File: src/rtl/imem_pkg.sv
// rtl/imem_pkg.sv - shared constants and state type for the instruction memory loader
// Contents:
//   IMEM_ADDR_W, IMEM_INSTR_W : default address and instruction widths
//   LAST_BIT, HI_DATA_BIT     : bit positions inside the second byte of a pair
//   RESERVED_MASK             : bits of the second byte that must be zero
//   loader_state_t            : loader FSM states
package imem_pkg;

  localparam int IMEM_ADDR_W  = 8;
  localparam int IMEM_INSTR_W = 9;

  localparam int LAST_BIT    = 7;
  localparam int HI_DATA_BIT = 0;

  localparam logic [7:0] RESERVED_MASK = 8'h7E;

  typedef enum logic [2:0] {
    ST_IDLE = 3'd0,
    ST_LO   = 3'd1,
    ST_HI   = 3'd2,
    ST_WR   = 3'd3,
    ST_DONE = 3'd4,
    ST_ERR  = 3'd5
  } loader_state_t;

endpackage

File: src/rtl/imem_loader.sv
// rtl/imem_loader.sv - byte-stream program loader driving the instruction memory write port
// Ports:
//   clk, reset          : clock, asynchronous active-high reset
//   i_start             : pulse that begins a load (honoured in IDLE, DONE, ERR)
//   i_in_data/i_in_valid/o_in_ready : byte stream, transfer on valid && ready
//   o_mem_we/o_mem_addr/o_mem_wdata : instruction memory write port
//   o_busy              : loading in progress (holds the core in reset)
//   o_load_done         : last load ended with a LAST-flagged word
//   o_error             : last load ended on a format error or overflow
//   o_prog_len          : words written by the last completed/aborted load
import imem_pkg::*;

module imem_loader #(
  parameter int ADDR_W  = IMEM_ADDR_W,
  parameter int DEPTH   = 256,
  parameter int INSTR_W = IMEM_INSTR_W
) (
  input  logic               clk,
  input  logic               reset,
  input  logic               i_start,
  input  logic [7:0]         i_in_data,
  input  logic               i_in_valid,
  output logic               o_in_ready,
  output logic               o_mem_we,
  output logic [ADDR_W-1:0]  o_mem_addr,
  output logic [INSTR_W-1:0] o_mem_wdata,
  output logic               o_busy,
  output logic               o_load_done,
  output logic               o_error,
  output logic [ADDR_W:0]    o_prog_len
);

  localparam logic [ADDR_W-1:0] LAST_ADDR = ADDR_W'(DEPTH - 1);
  localparam logic [ADDR_W:0]   FULL_LEN  = (ADDR_W + 1)'(DEPTH);

  loader_state_t r_state;
  loader_state_t w_next;

  logic [ADDR_W-1:0]  r_wptr;
  logic [ADDR_W:0]    r_count;
  logic [7:0]         r_lo_byte;
  logic [INSTR_W-1:0] r_wdata;
  logic               r_last;
  logic [ADDR_W:0]    r_prog_len;

  logic w_in_ready;
  logic w_xfer;
  logic w_bad_fmt;
  logic w_start_ok;

  assign w_in_ready = (r_state == ST_LO) || (r_state == ST_HI);
  assign w_xfer     = i_in_valid && w_in_ready;
  assign w_bad_fmt  = (i_in_data & RESERVED_MASK) != 8'h00;
  assign w_start_ok = i_start &&
                      ((r_state == ST_IDLE) || (r_state == ST_DONE) || (r_state == ST_ERR));

  // State register
  always_ff @(posedge clk or posedge reset) begin
    if (reset) begin
      r_state <= ST_IDLE;
    end else begin
      r_state <= w_next;
    end
  end

  // Next-state logic
  always_comb begin
    w_next = r_state;
    case (r_state)
      ST_IDLE, ST_DONE, ST_ERR: begin
        if (i_start) begin
          w_next = ST_LO;
        end
      end
      ST_LO: begin
        if (w_xfer) begin
          w_next = ST_HI;
        end
      end
      ST_HI: begin
        if (w_xfer) begin
          w_next = w_bad_fmt ? ST_ERR : ST_WR;
        end
      end
      ST_WR: begin
        if (r_last) begin
          w_next = ST_DONE;
        end else if (r_wptr == LAST_ADDR) begin
          // Memory is full and more words are coming: stop rather than wrap
          w_next = ST_ERR;
        end else begin
          w_next = ST_LO;
        end
      end
      default: w_next = ST_IDLE;
    endcase
  end

  // Byte assembler, write pointer and length bookkeeping
  always_ff @(posedge clk or posedge reset) begin
    if (reset) begin
      r_wptr     <= '0;
      r_count    <= '0;
      r_lo_byte  <= '0;
      r_wdata    <= '0;
      r_last     <= 1'b0;
      r_prog_len <= '0;
    end else begin
      case (r_state)
        ST_IDLE, ST_DONE, ST_ERR: begin
          // prog_len is deliberately kept so the previous result stays visible
          if (w_start_ok) begin
            r_wptr  <= '0;
            r_count <= '0;
          end
        end
        ST_LO: begin
          if (w_xfer) begin
            r_lo_byte <= i_in_data;
          end
        end
        ST_HI: begin
          if (w_xfer) begin
            if (w_bad_fmt) begin
              r_prog_len <= r_count;
            end else begin
              r_wdata <= {i_in_data[HI_DATA_BIT], r_lo_byte};
              r_last  <= i_in_data[LAST_BIT];
            end
          end
        end
        ST_WR: begin
          if (r_last) begin
            r_prog_len <= r_count + 1'b1;
          end else if (r_wptr == LAST_ADDR) begin
            r_prog_len <= FULL_LEN;
          end else begin
            r_wptr  <= r_wptr + 1'b1;
            r_count <= r_count + 1'b1;
          end
        end
        default: begin
        end
      endcase
    end
  end

  // Status outputs decode straight from the state register so reset clears them at once
  assign o_in_ready  = w_in_ready;
  assign o_mem_we    = (r_state == ST_WR);
  assign o_mem_addr  = r_wptr;
  assign o_mem_wdata = r_wdata;
  assign o_busy      = (r_state == ST_LO) || (r_state == ST_HI) || (r_state == ST_WR);
  assign o_load_done = (r_state == ST_DONE);
  assign o_error     = (r_state == ST_ERR);
  assign o_prog_len  = r_prog_len;

endmodule
File: config.mk
export PLATFORM = sky130hd
export DESIGN_NAME = imem_loader
export DESIGN_NICKNAME = d
export VERILOG_FILES = /design/src/rtl/imem_pkg.sv /design/src/rtl/imem_loader.sv
export SDC_FILE = /design/constraint.sdc
export NUM_CORES = 1
export LEC_CHECK = 0
export ABC_AREA = 1
export CORE_MARGIN = 2
export CORE_UTILIZATION = 44
export CTS_BUF_LIST = sky130_fd_sc_hd__clkbuf_4 sky130_fd_sc_hd__clkbuf_8
export DETAILED_ROUTE_END_ITERATION = 10
export PLACE_DENSITY_LB_ADDON = 0.12
export SLEW_MARGIN = 20
export SYNTH_ARGS = -nofsm -noshare
export SYNTH_HDL_FRONTEND = slang
export SYNTH_SLANG_ARGS = --single-unit
File: constraint.sdc
create_clock -name clk -period 1.38 [get_ports clk]
set_clock_uncertainty 0.1 [all_clocks]
set_input_delay 0.138 -clock clk [delete_from_list [all_inputs] [get_ports clk]]
set_output_delay 0.138 -clock clk [all_outputs]
set_load 0.02 [all_outputs]
Word-level counts from Yosys, hierarchy flattened --
Index checks and enable logic that the tools add are counted.
Cells by class: add/sub/neg operators 2, equal/unequal tests 14, multiplexer cells 20, bitwise gates (word level) 1, reduce and logical (&&, ||, !) cells 16
Operators with widths (number):
- $mux W9 | 7
- $pmux W9 S2 | 2
- $mux W8 | 3
- $mux W3 | 6
- $pmux W8 S2 | 1
- $ne A2 B2 Y1 const B | 7
- $pmux W3 S4 | 1
- $add A9 B1 Y9 const B | 1
- $add A8 B1 Y8 const B | 1
- $eq A8 B8 Y1 const B | 1
- $reduce_and A4 Y1 | 2
- $reduce_bool A8 Y1 | 1
- $eq A3 B2 Y1 const B | 2
- $eq A3 B3 Y1 const B | 2
- $reduce_and A3 Y1 | 2
- $logic_or A1 B1 Y1 | 4
- $reduce_bool A2 Y1 | 2
- $eq A3 B1 Y1 const B | 1
- $logic_not A3 Y1 | 1
- $ne A3 B1 Y1 const B | 1
- $reduce_or A3 Y1 | 1
- $logic_and A1 B1 Y1 | 2
- $reduce_and A2 Y1 | 1
- $not A1 Y1 | 1
Word-level totals: bits in registers 47, input bits 12, output and inout port bits 31

Longest topological paths before layout --
Gate-level depths: netlist of run 1.
word-level depth 6, mapped depth 9, gate-level depth less buffers 9

Worst setup path after synthesis of run 1 --
No wires, ideal clock.
path kind register to register, start point reg r_wptr[0], in the netlist o_mem_addr[0], end point reg r_wptr[5], in the netlist o_mem_addr[5], data arrival time 1.443 ns, path slack -0.246 ns, cell stages (with the launch flop) 9, buffers on the path 1, cells stage by stage dfrtp_1 ha_1 nand3_1 inv_1 nand2_1 o21ai_2 buf_4 nand2_1 o21ai_0
On the way: cells in the longest elaborated chain, start to end 4, elaborated cells between the ends (all ways) 7
RTL lines:
- start: declaration | RTL line imem_loader.sv:39 | logic [ADDR_W-1:0] r_wptr;
- start signal: assignment | RTL line imem_loader.sv:138 | r_wptr <= r_wptr + 1'b1;
- $add A8 B1 Y8 | RTL line imem_loader.sv:138
- $mux W8 | RTL line imem_loader.sv:135 | end else if (r_wptr == LAST_ADDR) begin
- $mux W8 | RTL line imem_loader.sv:133 | if (r_last) begin
- $pmux W8 S2 | RTL line imem_loader.sv:109 | case (r_state)
Parallel ways exist; a longest one is shown, timed or not. The select of a mux whose other input is x is not followed. A chain may end at the register's enable or synchronous reset.

Final worst setup path of run 1 --
start point reg r_state[1], end point reg r_state[1]
On the way: cells in the longest elaborated chain, start to end 5, elaborated cells between the ends (all ways) 14
RTL lines:
- start: declaration | RTL line imem_loader.sv:36 | loader_state_t r_state;
- start signal: assignment | RTL line imem_loader.sv:62 | r_state <= w_next;
- $eq A3 B1 Y1 or $eq A3 B2 Y1 (tied branches) | RTL line imem_loader.sv:51, imem_loader.sv:69
- $logic_or A1 B1 Y1 | RTL line imem_loader.sv:51 | assign w_in_ready = (r_state == ST_LO) || (r_state == ST_HI);
- $logic_and A1 B1 Y1 | RTL line imem_loader.sv:52 | assign w_xfer = i_in_valid && w_in_ready;
- $ne A2 B2 Y1 (no source line)
- $reduce_and A3 Y1 (no source line)
Parallel ways exist; a longest one is shown, timed or not.

==> run_results.csv, run 1 <==
group,metric,value,unit
outcome,status,"finished, violations left",
layout,instances_no_fill,478,
layout,drive_above_1_share,37.9,%
global_route,globalRouteMet3Util,3.79,%
floorplanning,rows,27,
place,placed_cell_area,0.00333,mm2
power,p_comb_share,49.0,%
sta,tightest_slew,0.260,ns
sta,fin_setup_tns,-4.97,ns
floorplanning,start_util,45.0,%
power,p_leak,0.00192,uW
layout,multiInputGateArea,0.00140,mm2
layout,regArea,0.00118,mm2
route,vias_per_cell,4.86,
floorplanning,dieArea,0.00613,mm2
floorplanning,core-area,0.00541,mm2
route,first_pass_iters,4,
worst_setup_path,arrival,1.68,ns
route,drt_iter0_drc,106,
global_route,grt_antenna_before_repair,0,
place,numPlacedInstances,461,
synthesis,synth_compound_area_share,6.75,%
synthesis,yosys_warnings,0,
clock_network,clockBufferDepth,2,
power,p_int,3330,uW
layout,fin_util,69.2,%
global_route,groute.layer.met1.usage,26.6,%
worst_setup_path,worstSetupPathType,"register to register",
floorplanning,die_y,78.3,um
clock_network,hold_buffers,0,
route,wl_per_cell,12.8,um
power,peakVddDrop,1.04,mV
layout,final_cell_mix,"104 x nand2_1, 42 x dfrtp_1, 35 x buf_4",
route,wl,6.13,mm
synthesis,ys_ff_latch,47,
layout,areaGrowthSynthToFinish,53.9,%
route,vias,2323,
power,swShare,39.6,%
synthesis,synthSimpleGateAreaFrac,34.9,%
global_route,grt_pass1_wl,10.4,mm
place,gp_congestion,0.827,
layout,final_common_cell,"nand2_1",
sta,period_share,112,%
place,io_buffers,42,
synthesis,syn_area_per_cell,7.91,um2
sta,relSlewSlack,82.7,%
place,dpl.hpwl,4.25,mm
clock_network,cts_tree,"done",
sta,setup_viol,51,
power,switching_power,2180,uW
sta,period_needed,1.55,ns
layout,fillCellCount,456,
layout,final_area,0.00374,mm2
worst_setup_path,critPathRequiredTime,1.51,ns
sta,hold_viol,0,
power,finalPower,5510,uW
synthesis,ys_seq_area_share,48.4,%
synthesis,synth_fa_ha_area_share,1.03,%
clock_network,ctsRootBufferMaster,"clkbuf_8",
layout,antenna_cells,0,
global_route,met2_usage,38.1,%
flow_run,drv_cap,0,
worst_setup_path,cp_max_fo,4,
layout,finish.net_count,419,
global_route,grt_usage,21.4,%
synthesis,synth_top_family_by_area,"simple AND/OR/NAND/NOR gates",
sta,rsz0062_at_grt,"yes",
outcome,violations,"setup timing",
clock_network,htree_levels,2,
floorplanning,chipWidth,78.3,um
clock_network,clk_latency,0.31,ns
global_route,grt.busiest_layer,"met2",
worst_setup_path,end_kind,"register",
sta,drv_slew,0,
synthesis,syn_area,0.00243,mm2
route,ant_nets,0,
global_route,grt_start_max_net_pins,48,
route,route.detailed.drc,0,
power,p_seq_share,34.6,%
power,p_clk_share,16.4,%
global_route,first_global_vias,2266,
global_route,gr-total-overflow,0,
synthesis,synth_cell_types,30,
sta,fmax,645,MHz
clock_network,cts_sinks,47,
worst_setup_path,worstSetupStartpointType,"register",
sta,final.setup.worst_slack,-0.171,ns
synthesis,synth_xor_area_share,0.360,%
floorplanning,pin_count,43,
clock_network,clkTransAtPathRegs,0.10,ns
synthesis,synthesis.nets,321,
power,power.density,1470,mW/mm2
clock_network,cts_buffers,5,
synthesis,synthMuxAreaShare,2.78,%
synthesis,synthCells,307,
worst_hold_path,min_path_type,"input port to async pin",
-- power by group through the flow --
| stage | sequential [uW] | combinational, uW | clock, uW |
|---|---|---|---|
| global placement | 1880 | 2140 | 0 |
| detailed placement | 1890 | 2180 | 0 |
| global route | 1950 | 2920 | 982 |
| floorplan | 1960 | 1110 | 0 |
| finish | 1910 | 2700 | 901 |
| CTS | 1900 | 2480 | 915 |
-- cell usage after synthesis, drive strengths merged --
cell,count,area [um2]
nand2,130,508
or2,1,6.26
nor2,18,104
nor3,2,10.0
clkbuf,2,8.75
a21oi,1,5.00
nand3b,3,22.5
mux2,6,67.6
nand4,2,18.8
ha,2,25.0
o21bai,3,22.5
buf,4,31.3
xnor2,1,8.76
o21ai,25,136
inv,27,101
nand3,33,178
dfrtp,47,1180
-- registers in the layout, summed over array words and instances (netlist names) --
name and cells:
o_mem_addr 8, o_mem_wdata 9, o_prog_len 9, r_count 9, r_last 1, r_lo_byte 8, r_state 3
-- critical path, stage by stage (launching register included) --
cell	delay (ns)
dfrtp_1	0.44
inv_2	0.10
nor2_4	0.13
nand2_4	0.08
buf_8	0.14
buf_6	0.11
buf_6	0.11
o21ai_2	0.13
nand2_1	0.07
o21ai_1	0.08
-- layout make-up --
| cell class | instances | share of cell area, % |
|---|---|---|
| Clock buffer | 5 | 1.84 |
| Sequential cell | 47 | 31.6 |
| Multi-Input combinational cell | 230 | 37.4 |
| Timing Repair Buffer | 94 | 22.8 |
| Inverter | 27 | 3.21 |
| Clock inverter | 3 | 0.703 |
| Tap cell | 72 | 2.41 |
-- routing by layer --
metal  up-vias  share of wire, %
li1       1183                 -
met1      1090                43
met2        43                52
met4         0               1.1
met5         -                 0
met3         7               3.5
-- stage by stage --
stage / worst slack (ns) / hold WS (ns)
2_1_floorplan: -0.0667 / 0.0612
3_3_place_gp: -0.273 / 0.356
3_5_place_dp: -0.318 / 0.359
4_1_cts: -0.148 / 0.138
5_1_grt: -0.262 / 0.152
6_report: -0.171 / 0.125
-- final timing paths --
path / startpoint / endpoint / slack (ns) / cells after the start
setup / recovery: r_state[1] / r_state[1] / -0.17 / 9
hold / removal: reset / o_mem_wdata[6] / 0.12 / 3
setup reg to reg: r_state[1] / r_state[1] / -0.17 / 9
hold reg to reg: o_mem_wdata[1] / o_mem_wdata[1] / 0.38 / 2
max in group asynchronous: reset / r_state[2] / 0.81 / 3
min in group clk: i_in_data[0] / o_mem_wdata[8] / 0.29 / 3
-- logic make-up after synthesis --
family          after synthesis
simple gates                189
xor+xnor                      1
flops                        47
mux                           6
fa+ha+maj                     2
compound gates               29
buf+inv                      33
-- what timing repair did --
item / 4_1_cts / 5_1_grt
setup endpoints to repair: 78 / 58
buffers inserted: 3 / 3
gates cloned: 4 / 0
pin swaps: 24 / 8
gates resized for setup: 122 / 40
No activity file was read; power rests on OpenSTA's default activity.
==> run 2, diff against run 1 <==
--- a/config.mk
+++ b/config.mk
@@ -6,7 +6,6 @@
 export NUM_CORES = 1
 export LEC_CHECK = 0
 export ABC_AREA = 1
-export CORE_MARGIN = 2
 export CORE_UTILIZATION = 44
 export CTS_BUF_LIST = sky130_fd_sc_hd__clkbuf_4 sky130_fd_sc_hd__clkbuf_8
 export DETAILED_ROUTE_END_ITERATION = 10
==> constraint.sdc (replaced) <==
create_clock -name clk -period 1.38 [get_ports clk]
set_clock_uncertainty 0.1 [all_clocks]
set_input_delay 0.207 -clock clk [delete_from_list [all_inputs] [get_ports clk]]
set_output_delay 0.207 -clock clk [all_outputs]
set_load 0.02 [all_outputs]
==> run_results.csv, run 2 (same netlist as run 1, synthesis figures left out) <==
group,metric,value,unit
clock_network,clockBufferDepth,2,
floorplanning,pin_count,43,
clock_network,cts_buffers,5,
layout,antenna_cells,0,
worst_setup_path,worstSetupPathType,"register to register",
layout,instances_no_fill,488,
layout,drive_above_1_share,45.9,%
global_route,grt_start_max_net_pins,48,
worst_setup_path,path_delay_family,"flip-flops",
layout,final_cell_mix,"88 x nand2_1, 41 x dfrtp_1, 37 x buf_4",
power,peakVddDrop,1.05,mV
sta,period_needed,1.65,ns
power,finalPower,6350,uW
worst_setup_path,cp_max_fo,5,
sta,relSlewSlack,77.6,%
place,dpl.hpwl,4.24,mm
worst_setup_path,critPathRequiredTime,1.54,ns
worst_setup_path,worstSetupStartpointType,"register",
clock_network,cts_sinks,47,
global_route,gr-total-overflow,0,
floorplanning,rows,26,
flow_run,drv_cap,0,
clock_network,ctsRootBufferMaster,"clkbuf_8",
global_route,grt_pass1_wl,11.2,mm
sta,fmax,607,MHz
worst_setup_path,path_cells,"buf_6 > nand3_4 > buf_8 > nor2_4 > inv_1 > o21ai_0 > nand2_1 > nand2_1",
floorplanning,die_y,76.3,um
worst_setup_path,arrival,1.81,ns
sta,hold_viol,0,
worst_setup_path,crit_buf_inv,3,
layout,finish.net_count,431,
place,pre_cts_slack,-0.358,ns
route,vias,2496,
route,drt_iter0_drc,193,
clock_network,cts_tree,"done",
place,numPlacedInstances,461,
floorplanning,dieArea,0.00582,mm2
global_route,grt_usage,24.2,%
worst_hold_path,min_path_type,"input port to async pin",
worst_setup_path,cp_slowest_cell,"dfrtp_2",
sta,tightest_slew,0.332,ns
floorplanning,chipWidth,76.3,um
route,route.detailed.drc,0,
worst_setup_path,end_kind,"register",
floorplanning,start_util,46.7,%
route,ant_nets,0,
place,gp_congestion,0.869,
outcome,status,"finished, violations left",
route,wl,7.29,mm
clock_network,htree_levels,2,
global_route,grt_antenna_before_repair,0,
layout,final_common_cell,"nand2_1",
outcome,violations,"setup timing",
clock_network,clkTransAtPathRegs,0.10,ns
worst_setup_path,critical_path.max_stage_delay,0.45,ns
route,vias_per_cell,5.11,
sta,drv_slew,0,
sta,period_share,119,%
sta,final.setup.worst_slack,-0.267,ns
layout,areaGrowthSynthToFinish,65.7,%
route,first_pass_iters,4,
route,wl_per_cell,14.9,um
layout,fillCellCount,346,
clock_network,clk_latency,0.31,ns
clock_network,hold_buffers,0,
power,p_leak,0.00205,uW
global_route,first_global_vias,2441,
sta,setup_viol,50,
worst_setup_path,crit_top_cell,"nand2_1",
power,power.density,1580,mW/mm2
sta,rsz0062_at_grt,"yes",
floorplanning,core-area,0.00520,mm2
place,io_buffers,42,
-- run 2: cell types whose count changed in the layout (fill, tap and decap cells not counted), sizes merged --
cell	previous run	this run
buf	60	74
bufinv	0	1
clkbuf	8	6
clkdlybuf4s15	0	5
dlygate4sd2	20	14
-- run 2: what timing repair did --
action	in CTS	in global routing
pin swaps	20	16
buffers inserted	13	5
gates cloned	5	0
setup endpoints to repair	77	57
resized for setup	150	71
-- run 2: layout make-up --
type | count | area (um2) | area share, %
Timing Repair inverter | 1 | 6.26 | 0.155
Clock buffer | 5 | 68.8 | 1.71
Sequential cell | 47 | 1180 | 29.4
Tap cell | 70 | 87.6 | 2.18
Clock inverter | 3 | 47.5 | 1.18
Multi-Input combinational cell | 230 | 1530 | 38.1
Inverter | 27 | 123 | 3.05
Timing Repair Buffer | 105 | 976 | 24.2
-- run 2: stage by stage --
stage | TNS, ns | utilization [%] | hold slack [ns] | instance area (um2)
3_3_place_gp | -11.15 | 64.3 | 0.357 | 3340
2_1_floorplan | -1.13 | - | 0.130 | 2500
3_5_place_dp | -12.11 | 64.3 | 0.359 | 3340
5_1_grt | -10.53 | 77.4 | 0.248 | 4030
6_report | -7.61 | 77.4 | 0.233 | 4030
4_1_cts | -6.18 | 73.1 | 0.206 | 3800
-- run 2: power breakdown --
part | internal, uW | total [uW] | switching [uW] | leakage [uW]
logic | 1680 | 3370 | 1690 | 0.00136
registers | 1660 | 1920 | 253 | 0.000624
clock network | 550 | 1070 | 516 | 0.0000587
total | 3900 | 6350 | 2450 | 0.00205
-- run 2: worst paths after layout --
path                                   to            from  cells after the start  slack, ns
hold reg to reg            o_mem_wdata[2]  o_mem_wdata[2]                      2       0.39
setup reg to reg            o_prog_len[2]      r_state[0]                      8      -0.27
min in group clk             r_lo_byte[0]    i_in_data[0]                      3       0.38
setup / recovery            o_prog_len[2]      r_state[0]                      8      -0.27
hold / removal                 r_state[0]           reset                      3       0.23
max in group asynchronous      r_state[1]           reset                      3       0.70
-- run 2: tightest hold or removal path, stage by stage --
cell and delay (ns):
clkdlybuf4s50_1 0.46, clkinvlp_4 0.11, buf_12 0.25
-- run 2: per-layer routing --
layer  vias up  routed length [um]  GRT usage (%)
li1       1206                   -              -
met4         0                 253           9.23
met3        21                 330           5.15
met5         -                   0              0
met1      1191                2810           28.9
met2        78                3890           42.6
